## config.mk

```make
export PLATFORM = sky130hd
export DESIGN_NAME = ac_unit
export DESIGN_NICKNAME = d
export VERILOG_FILES = /design/src/rtl/ac_unit.sv
export SDC_FILE = /design/constraint.sdc
export NUM_CORES = 1
export LEC_CHECK = 0
export ABC_AREA = 1
export CAP_MARGIN = 10
export CORE_MARGIN = 4
export CORE_UTILIZATION = 40
export DETAILED_ROUTE_END_ITERATION = 10
export GPL_TIMING_DRIVEN = 0
export SYNTH_ARGS = -nofsm -noshare
export SYNTH_HDL_FRONTEND = slang
export SYNTH_SLANG_ARGS = --single-unit
```

## constraint.sdc

```tcl
create_clock -name clk -period 4.85 [get_ports clk]
set_input_delay 0.97 -clock clk [delete_from_list [all_inputs] [get_ports clk]]
set_output_delay 0.97 -clock clk [all_outputs]
set_load 0.01 [all_outputs]
```

## src/rtl/ac_unit.sv

```systemverilog
// ---------------------------------------------------------------------------
// ac_unit
//
// Accumulator unit for the CPU datapath. Holds the accumulator AC, the
// extend/carry bit E and the upper half HI of the most recent product.
//
// Supported operations:
//   - Single-cycle register-transfer operations on AC and E.
//   - A multi-cycle unsigned shift-add multiply (MUL).
//
// The control unit issues an operation by presenting OP and DATA_IN with
// OP_VALID high. The operation is taken at the next rising edge unless a
// multiply is still in progress (BUSY high). An operation offered while
// BUSY is high is dropped, not queued.
//
// Parameters:
//   WIDTH  data width of AC, DATA_IN, DATA_OUT and HI_OUT (>= 2)
//   CNT_W  multiply iteration counter width (2**CNT_W > WIDTH)
//
// Ports:
//   clk       system clock, rising edge active
//   REST      asynchronous active-high reset
//   DATA_IN   operand from the bus
//   OP        operation code
//   OP_VALID  OP and DATA_IN are valid this cycle
//   BUSY      multiply in progress; new operations are ignored
//   DONE      registered one-cycle pulse when a product is written
//   DATA_OUT  AC register contents
//   HI_OUT    upper half of the last product
//   E_OUT     extend/carry bit
//   ZERO      AC == 0 (combinational)
//   NEG       AC sign bit (combinational)
// ---------------------------------------------------------------------------
module ac_unit #(
    parameter int WIDTH = 16,
    parameter int CNT_W = 5
) (
    input  logic             clk,
    input  logic             REST,
    input  logic [WIDTH-1:0] DATA_IN,
    input  logic [3:0]       OP,
    input  logic             OP_VALID,
    output logic             BUSY,
    output logic             DONE,
    output logic [WIDTH-1:0] DATA_OUT,
    output logic [WIDTH-1:0] HI_OUT,
    output logic             E_OUT,
    output logic             ZERO,
    output logic             NEG
);

    // Operation codes; 12..15 are reserved and fall through as no-ops.
    localparam logic [3:0] OP_NOP  = 4'd0;
    localparam logic [3:0] OP_CLR  = 4'd1;
    localparam logic [3:0] OP_LOAD = 4'd2;
    localparam logic [3:0] OP_ADD  = 4'd3;
    localparam logic [3:0] OP_AND  = 4'd4;
    localparam logic [3:0] OP_CMA  = 4'd5;
    localparam logic [3:0] OP_INC  = 4'd6;
    localparam logic [3:0] OP_CIR  = 4'd7;
    localparam logic [3:0] OP_CIL  = 4'd8;
    localparam logic [3:0] OP_CLE  = 4'd9;
    localparam logic [3:0] OP_CME  = 4'd10;
    localparam logic [3:0] OP_MUL  = 4'd11;

    localparam logic [CNT_W-1:0] CNT_LOAD = CNT_W'(WIDTH);
    localparam logic [CNT_W-1:0] CNT_ONE  = CNT_W'(1);

    typedef enum logic {
        IDLE,
        MULT
    } state_t;

    state_t                 state_q, state_d;
    logic [WIDTH-1:0]       ac_q, ac_d;
    logic                   e_q, e_d;
    logic [WIDTH-1:0]       hi_q, hi_d;
    logic                   done_q, done_d;
    logic [CNT_W-1:0]       cnt_q, cnt_d;
    logic [WIDTH-1:0]       mplr_q, mplr_d;
    logic [WIDTH-1:0]       mcand_q, mcand_d;
    logic [2*WIDTH-1:0]     prod_q, prod_d;

    logic [WIDTH:0]         addSum;
    logic [WIDTH:0]         stepSum;
    logic [2*WIDTH-1:0]     prodStep;

    // Datapath helpers: the ADD result with its carry-out, and one
    // shift-add multiply step. The step adds the multiplicand into the
    // upper half of the product when the current multiplier bit is set,
    // then shifts the whole product (including the add's carry) right by
    // one. After WIDTH steps the product register holds the full result.
    always_comb begin
        addSum   = {1'b0, ac_q} + {1'b0, DATA_IN};
        stepSum  = {1'b0, prod_q[2*WIDTH-1:WIDTH]}
                 + {1'b0, (mplr_q[0] ? mcand_q : {WIDTH{1'b0}})};
        prodStep = {stepSum, prod_q[WIDTH-1:1]};
    end

    // Next-state logic. Every register holds by default; DONE is a pulse
    // so it defaults low. In IDLE an offered operation is executed; in
    // MULT the offered operation is simply ignored. The final multiply
    // step writes AC/HI/E straight from the step result so the product is
    // visible in the same cycle DONE is high.
    always_comb begin
        state_d = state_q;
        ac_d    = ac_q;
        e_d     = e_q;
        hi_d    = hi_q;
        done_d  = 1'b0;
        cnt_d   = cnt_q;
        mplr_d  = mplr_q;
        mcand_d = mcand_q;
        prod_d  = prod_q;

        case (state_q)
            IDLE: begin
                if (OP_VALID) begin
                    case (OP)
                        OP_NOP:  ;
                        OP_CLR:  ac_d = '0;
                        OP_LOAD: ac_d = DATA_IN;
                        OP_ADD: begin
                            ac_d = addSum[WIDTH-1:0];
                            e_d  = addSum[WIDTH];
                        end
                        OP_AND:  ac_d = ac_q & DATA_IN;
                        OP_CMA:  ac_d = ~ac_q;
                        OP_INC:  ac_d = ac_q + WIDTH'(1);
                        OP_CIR: begin
                            ac_d = {e_q, ac_q[WIDTH-1:1]};
                            e_d  = ac_q[0];
                        end
                        OP_CIL: begin
                            ac_d = {ac_q[WIDTH-2:0], e_q};
                            e_d  = ac_q[WIDTH-1];
                        end
                        OP_CLE:  e_d = 1'b0;
                        OP_CME:  e_d = ~e_q;
                        OP_MUL: begin
                            mplr_d  = ac_q;
                            mcand_d = DATA_IN;
                            prod_d  = '0;
                            cnt_d   = CNT_LOAD;
                            state_d = MULT;
                        end
                        default: ;
                    endcase
                end
            end

            MULT: begin
                prod_d = prodStep;
                mplr_d = mplr_q >> 1;
                cnt_d  = cnt_q - CNT_ONE;
                if (cnt_q == CNT_ONE) begin
                    ac_d    = prodStep[WIDTH-1:0];
                    hi_d    = prodStep[2*WIDTH-1:WIDTH];
                    e_d     = |prodStep[2*WIDTH-1:WIDTH];
                    done_d  = 1'b1;
                    state_d = IDLE;
                end
            end

            default: state_d = IDLE;
        endcase
    end

    // State register. Reset is asynchronous so a multiply in flight is
    // abandoned immediately and leaves no partial result behind.
    always_ff @(posedge clk or posedge REST) begin
        if (REST) begin
            state_q <= IDLE;
            ac_q    <= '0;
            e_q     <= 1'b0;
            hi_q    <= '0;
            done_q  <= 1'b0;
            cnt_q   <= '0;
            mplr_q  <= '0;
            mcand_q <= '0;
            prod_q  <= '0;
        end else begin
            state_q <= state_d;
            ac_q    <= ac_d;
            e_q     <= e_d;
            hi_q    <= hi_d;
            done_q  <= done_d;
            cnt_q   <= cnt_d;
            mplr_q  <= mplr_d;
            mcand_q <= mcand_d;
            prod_q  <= prod_d;
        end
    end

    // Outputs. ZERO and NEG are decoded from AC so they follow reset
    // without needing a clock edge.
    always_comb begin
        BUSY     = (state_q == MULT);
        DONE     = done_q;
        DATA_OUT = ac_q;
        HI_OUT   = hi_q;
        E_OUT    = e_q;
        ZERO     = (ac_q == '0);
        NEG      = ac_q[WIDTH-1];
    end

endmodule

```

; ---- Word-level counts from Yosys, hierarchy flattened
; Cells that the tools add are included.
[totals]
ff_bits = 104
input_bits = 23
[classes]
add_sub_neg = 4
n_eq_ne = 17
mux = 24
n_bitwise = 4
reduce_logical = 7
[op_table]
columns = cell, n
row1 = 16-bit one-hot mux with 8 select lines, 1
row2 = 16-bit two-way mux, 5
row3 = 32-bit two-way mux, 2
row4 = 16-bit one-hot mux with 2 select lines, 2
row5 = 32-bit one-hot mux with 2 select lines, 1
row6 = 16-bit by 16-bit adder with 17-bit output, 2
row7 = "16-bit by 1-bit adder with 16-bit output, second input constant", 1
row8 = 16-bit AND, 1
row9 = "4-bit by 3-bit == test with 1-bit output, second input constant", 4
row10 = "4-bit == test, second input constant", 4
row11 = 16-bit zero test, 1
row12 = 16-bit NOT, 1
row13 = 16-bit OR reduction, 1
row14 = 5-bit two-way mux, 2
row15 = 5-bit one-hot mux with 2 select lines, 1
row16 = "9-bit by 1-bit != test with 1-bit output, second input constant", 1
row17 = 3-bit AND reduction, 3
row18 = "4-bit by 2-bit == test with 1-bit output, second input constant", 2
row19 = 1-bit two-way mux, 7
row20 = "6-bit by 1-bit != test with 1-bit output, second input constant", 1
row21 = "5-bit by 1-bit == test with 1-bit output, second input constant", 1
row22 = 1-bit one-hot mux with 5 select lines, 1
row23 = "5-bit by 1-bit subtractor with 5-bit output, second input constant", 1
row24 = "4-bit by 1-bit == test with 1-bit output, second input constant", 1
row25 = 5 further kinds, 9

; ---- Longest topological paths before layout
; Gate-level depths: netlist of run 1.
[logic_depth]
depth_word = 5
ltp_mapped = 18
mapped_depth_nobuf = 17

; ---- Worst setup path before layout of run 1
; No wires, ideal clock.
[synth_path]
path_kind = input to register
startpoint = input port DATA_IN[0]
endpoint = register ac_q[6] (netlist: DATA_OUT[6])
setup_time_ns = 0.138
arrival_ns = 2.391
setup_slack_ns = 2.321
stages = 11
path_buffers = 0
cell_sequence = ha_1 fa_1 nand3_1 nand3_1 inv_1 o21ai_1 or2_2 nand3_1 nand2_1 nand2_1 a22oi_1
[synth_via]
elab_chain_len = 4
[synth_rtl]
columns = element, line_no
row1 = start: declaration, 40  ; input logic [WIDTH-1:0] DATA_IN,
row2 = 16-bit by 16-bit adder with 17-bit output, 94  ; addSum = {1'b0, ac_q} + {1'b0, DATA_IN};
row3 = 16-bit one-hot mux with 8 select lines, 119  ; case (OP)
row4 = 16-bit two-way mux, 118  ; if (OP_VALID) begin
row5 = 16-bit one-hot mux with 2 select lines, 116  ; case (state_q)
row6 = end signal: assignment, 174  ; ac_q <= '0;
row7 = end signal: assignment, 184  ; ac_q <= ac_d;
row8 = end: declaration, 75  ; logic [WIDTH-1:0] ac_q, ac_d;
; No other way between the ends. The select of a mux whose other input is x is not followed.
; A chain may end at the register's enable or synchronous reset.

; ---- Final worst setup path of run 1
[layout_path]
startpoint = register ac_q[1] (netlist: DATA_OUT[1])
endpoint = output port ZERO
[layout_via]
elab_chain_len = 1
[layout_rtl]
columns = element, line_no
row1 = 16-bit zero test, 203  ; ZERO = (ac_q == '0);
row2 = end: declaration, 48  ; output logic ZERO,
; No other way between the ends.

==> results.sh, run 1 <==
export IMPL_wl_per_cell_um=16.9
export IMPL_top_level_ports=60
export IMPL_p_comb_share_pct=51.2
export IMPL_period_share_pct=75.4
export IMPL_floorplan_die_height_um=143
export IMPL_pwr_density_cell_nw_per_um2=510
export IMPL_dp_hpwl_mm=17.7
export IMPL_worst_setup_path_start_kind="flip-flop"
export IMPL_switching_power_uw=2020
export IMPL_cts_resized_gates=0
export IMPL_synth_yosys_seq_area_share_pct=35.5
export IMPL_setup_repair_after_global_routing_missed_its_margin="no"
export IMPL_tritoncts_num_buffers=9
export IMPL_ys_ff_latch=103
export IMPL_crit_path_end_kind="output port"
export IMPL_rr_endpoint="E_OUT"
export IMPL_utilization_pct=48.0
export IMPL_worstSetupEndpoint="ZERO"
export IMPL_vias=7192
export IMPL_power_frac_seq_pct=32.9
export IMPL_worst_slew_margin_rel_pct=53.1
export IMPL_synth_net_count=1112
export IMPL_crit_path_max_fanout=8
export IMPL_drc_markers=0
export IMPL_dp_slack_ns=1.46
export IMPL_syn2layout_area_growth_pct=16.1
export IMPL_ws_path_type="flip-flop to output port"
export IMPL_irDropWorstVdd_v=0.000243
export IMPL_grt_overflow=0
export IMPL_hold_path_class="flip-flop to flip-flop"
export IMPL_synthesis_area_per_instance_sq_um=6.90
export IMPL_worst_r2r_path_depth=18
export IMPL_floorplan_initialDensity_pct=41.4
export IMPL_timing_reg2reg_setup_slack_ns=1.91
export IMPL_drtIter0Drc=484
export IMPL_max_cap_violations=0
export IMPL_worst_skew_pair_late_latency_ns=0.35
export IMPL_worstPathArrival_ns=2.69
export IMPL_die_w_um=143
export IMPL_postCtsHoldBufs=0
export IMPL_setup_total_negative_slack_ns=0
export IMPL_worst_setup_hold_path_clk_slew_ns=0.07
export IMPL_tritoncts="built"
export IMPL_drtAntennaViolNets=0
export IMPL_row_count=48
export IMPL_synthesis_yosys_warnings=0
export IMPL_cts_num_sinks=103
export IMPL_cts_htree_levels=3
export IMPL_final_max_slew_violation_count=0
export IMPL_hold_viol=0
export IMPL_core_area_sq_um=17500
export IMPL_layout_common_cells="sky130_fd_sc_hd__nand2_1, sky130_fd_sc_hd__inv_1, sky130_fd_sc_hd__dfrtp_1"
export IMPL_grt_first_pass_wirelength_mm=36.6
export IMPL_synthCells=1051
export IMPL_ratio_of_cells_with_drive_above_1_in_the_final_layout_pct=6.31
export IMPL_p_sw_share_pct=47.0
export IMPL_drt_wl_total_mm=22.7
export IMPL_post_cts_setup_buffer_count=0
export IMPL_vias_in_the_first_global_route=6884
export IMPL_maximum_number_of_pins_on_one_net_before_global_route_repair=71
export IMPL_fin_worst_hold_slack_ns=0.470
export IMPL_final_setup_worst_slack_ns=1.19
export IMPL_internal_power_uw=2280
export IMPL_startpoint="DATA_OUT[1]"
export IMPL_diodes=0
export IMPL_static_leakage_power_uw=0.00416
export IMPL_clock_root_buffer="sky130_fd_sc_hd__clkbuf_16"
export IMPL_grt_antenna_before_repair=0
export IMPL_synth_area_sq_um=7250
export IMPL_io_buffer_count=59
export IMPL_final_setup_skew_ns=0.00693
export IMPL_drt_pre_antenna_iters=5
export IMPL_status="complete, no violations"
export IMPL_setup_viol_count_final=0
export IMPL_period_minus_slack_ns=3.66
export IMPL_worst_endpoint_required_ns=3.88
export IMPL_layout_cells_most_common="sky130_fd_sc_hd__nand2_1"
export IMPL_ys_types=43
export IMPL_timing_worst_slew_pin_value_ns=0.703
export IMPL_groute_usage_overall_pct=22.9
export IMPL_avgViaCountPerCell=5.33
export IMPL_floorplan_die_area_sq_um=20300
export IMPL_cts_root_to_sink_buffers=2
export IMPL_gpl_final_weighted_congestion=0.898
export IMPL_fmaxAchievable_ghz=0.274
export IMPL_power_frac_clock_pct=15.9
export IMPL_timing_rr_start="mplr_q[0]"
export IMPL_fill_cells=1837
export IMPL_nets=1183
critical path, cell delays in order (launching register included):
cell and delay [ns]:
sky130_fd_sc_hd__dfrtp_1 0.53, sky130_fd_sc_hd__inv_1 0.24, sky130_fd_sc_hd__ha_1 0.20, sky130_fd_sc_hd__nand4_1 0.10, sky130_fd_sc_hd__nor4_1 0.59, sky130_fd_sc_hd__clkdlybuf4s50_1 0.66
logic make-up (layout without fill, tap and decap cells):
| kind of cell | after synthesis | in the layout | share of synthesized area, % |
|---|---|---|---|
| flops | 103 | 103 | 35.5 |
| xor+xnor | 1 | 1 | 0.121 |
| buf+inv | 166 | 240 | 9.39 |
| compound gates | 206 | 206 | 16.6 |
| fa+ha+maj | 38 | 38 | 6.76 |
| simple gates | 537 | 537 | 31.6 |
sequential cells by signal (all words and copies together) (netlist names):
signal and count:
HI_OUT 16, E_OUT 1, mcand_q 16, mplr_q 16, prod_q 31, cnt_q 5
BUSY 1, DATA_OUT 16, DONE 1
cell usage after synthesis, drive strengths merged:
cell type,number,share of area [%]
buf,20,1.8
nand3b,10,1.0
clkbuf,12,0.62
a21o,2,0.21
nor3,9,0.62
and2,2,0.17
a22oi,8,0.90
xnor2,1,0.12
fa,2,0.55
a31oi,1,0.086
a21oi,69,4.8
o211ai,16,1.7
ha,36,6.2
nand2,356,19
nor4,4,0.35
o221ai,6,0.81
o21bai,5,0.52
inv,132,6.8
nand3,64,4.6
nand4,14,1.3
a211oi,1,0.17
dfrtp,103,36
nor2,76,4.6
o22ai,29,2.5
o21ai,67,4.6
clkinv,2,0.10
or2,2,0.17
o31ai,2,0.21
metrics by stage:
stage | total power [uW] | area, sq um | instances
2_1_floorplan | 2810 | 7250 | 1051
3_3_place_gp | 3580 | 8120 | 1335
3_5_place_dp | 3610 | 8150 | 1336
4_1_cts | 4300 | 8420 | 1350
5_1_grt | 4640 | 8420 | 1350
6_report | 4290 | 8420 | 1350
how the worst min path moves through the flow:
| stage | from | endpoint | slack [ns] | cells after the start |
|---|---|---|---|---|
| global route | mcand_q[9] | mcand_q[9] | 0.49 | 2 |
| finish | mcand_q[9] | mcand_q[9] | 0.47 | 2 |
| floorplan | mcand_q[15] | mcand_q[15] | 0.44 | 2 |
| global placement | mcand_q[5] | mcand_q[5] | 0.45 | 2 |
| detailed placement | mcand_q[2] | mcand_q[2] | 0.46 | 2 |
| CTS | mcand_q[2] | mcand_q[2] | 0.48 | 2 |
layout make-up:
cell class | count | area (sq um) | area share (%)
Tap cell | 225 | 282 | 3.34
Multi-Input combinational cell | 782 | 3990 | 47.5
Timing Repair Buffer | 60 | 618 | 7.34
Inverter | 134 | 505 | 6.01
Buffer | 32 | 178 | 2.11
Clock inverter | 4 | 23.8 | 0.282
Sequential cell | 103 | 2580 | 30.6
Clock buffer | 10 | 239 | 2.84
power groups by stage:
| stage | Combinational (uW) | Sequential, uW | Clock [uW] |
|---|---|---|---|
| 5_1_grt | 2460 | 1450 | 730 |
| 3_5_place_dp | 2190 | 1420 | 0 |
| 2_1_floorplan | 1440 | 1370 | 0 |
| 4_1_cts | 2200 | 1410 | 703 |
| 3_3_place_gp | 2160 | 1420 | 0 |
| 6_report | 2200 | 1410 | 681 |
per-layer routing:
layer  track usage [%]  wire [um]  vias to the layer above
met5                 0          0                        -
met4              7.60        679                        0
met1              30.4      10200                     3339
li1                  -          -                     3609
met3              3.48       1060                       34
met2              38.3      10800                      210
No activity file was read; power rests on OpenSTA's default activity.
==> run 2: changes to the inputs <==
==> constraint.sdc (replaced) <==
create_clock -name clk -period 3.6 [get_ports clk]
set_input_delay 0.72 -clock clk [delete_from_list [all_inputs] [get_ports clk]]
set_output_delay 0.72 -clock clk [all_outputs]
set_load 0.01 [all_outputs]
==> results of run 2 <==
Same layout as run 1 (identical final DEF). Status: complete, no violations.
Main changes from that run: setup slack after placement 1.46 ns -> 0.462 ns; setup slack after layout 1.19 ns -> 0.194 ns; register-to-register setup slack 1.91 ns -> 0.66 ns; total power 4290 uW -> 5780 uW; worst IR drop on VDD 0.000243 V -> 0.000328 V
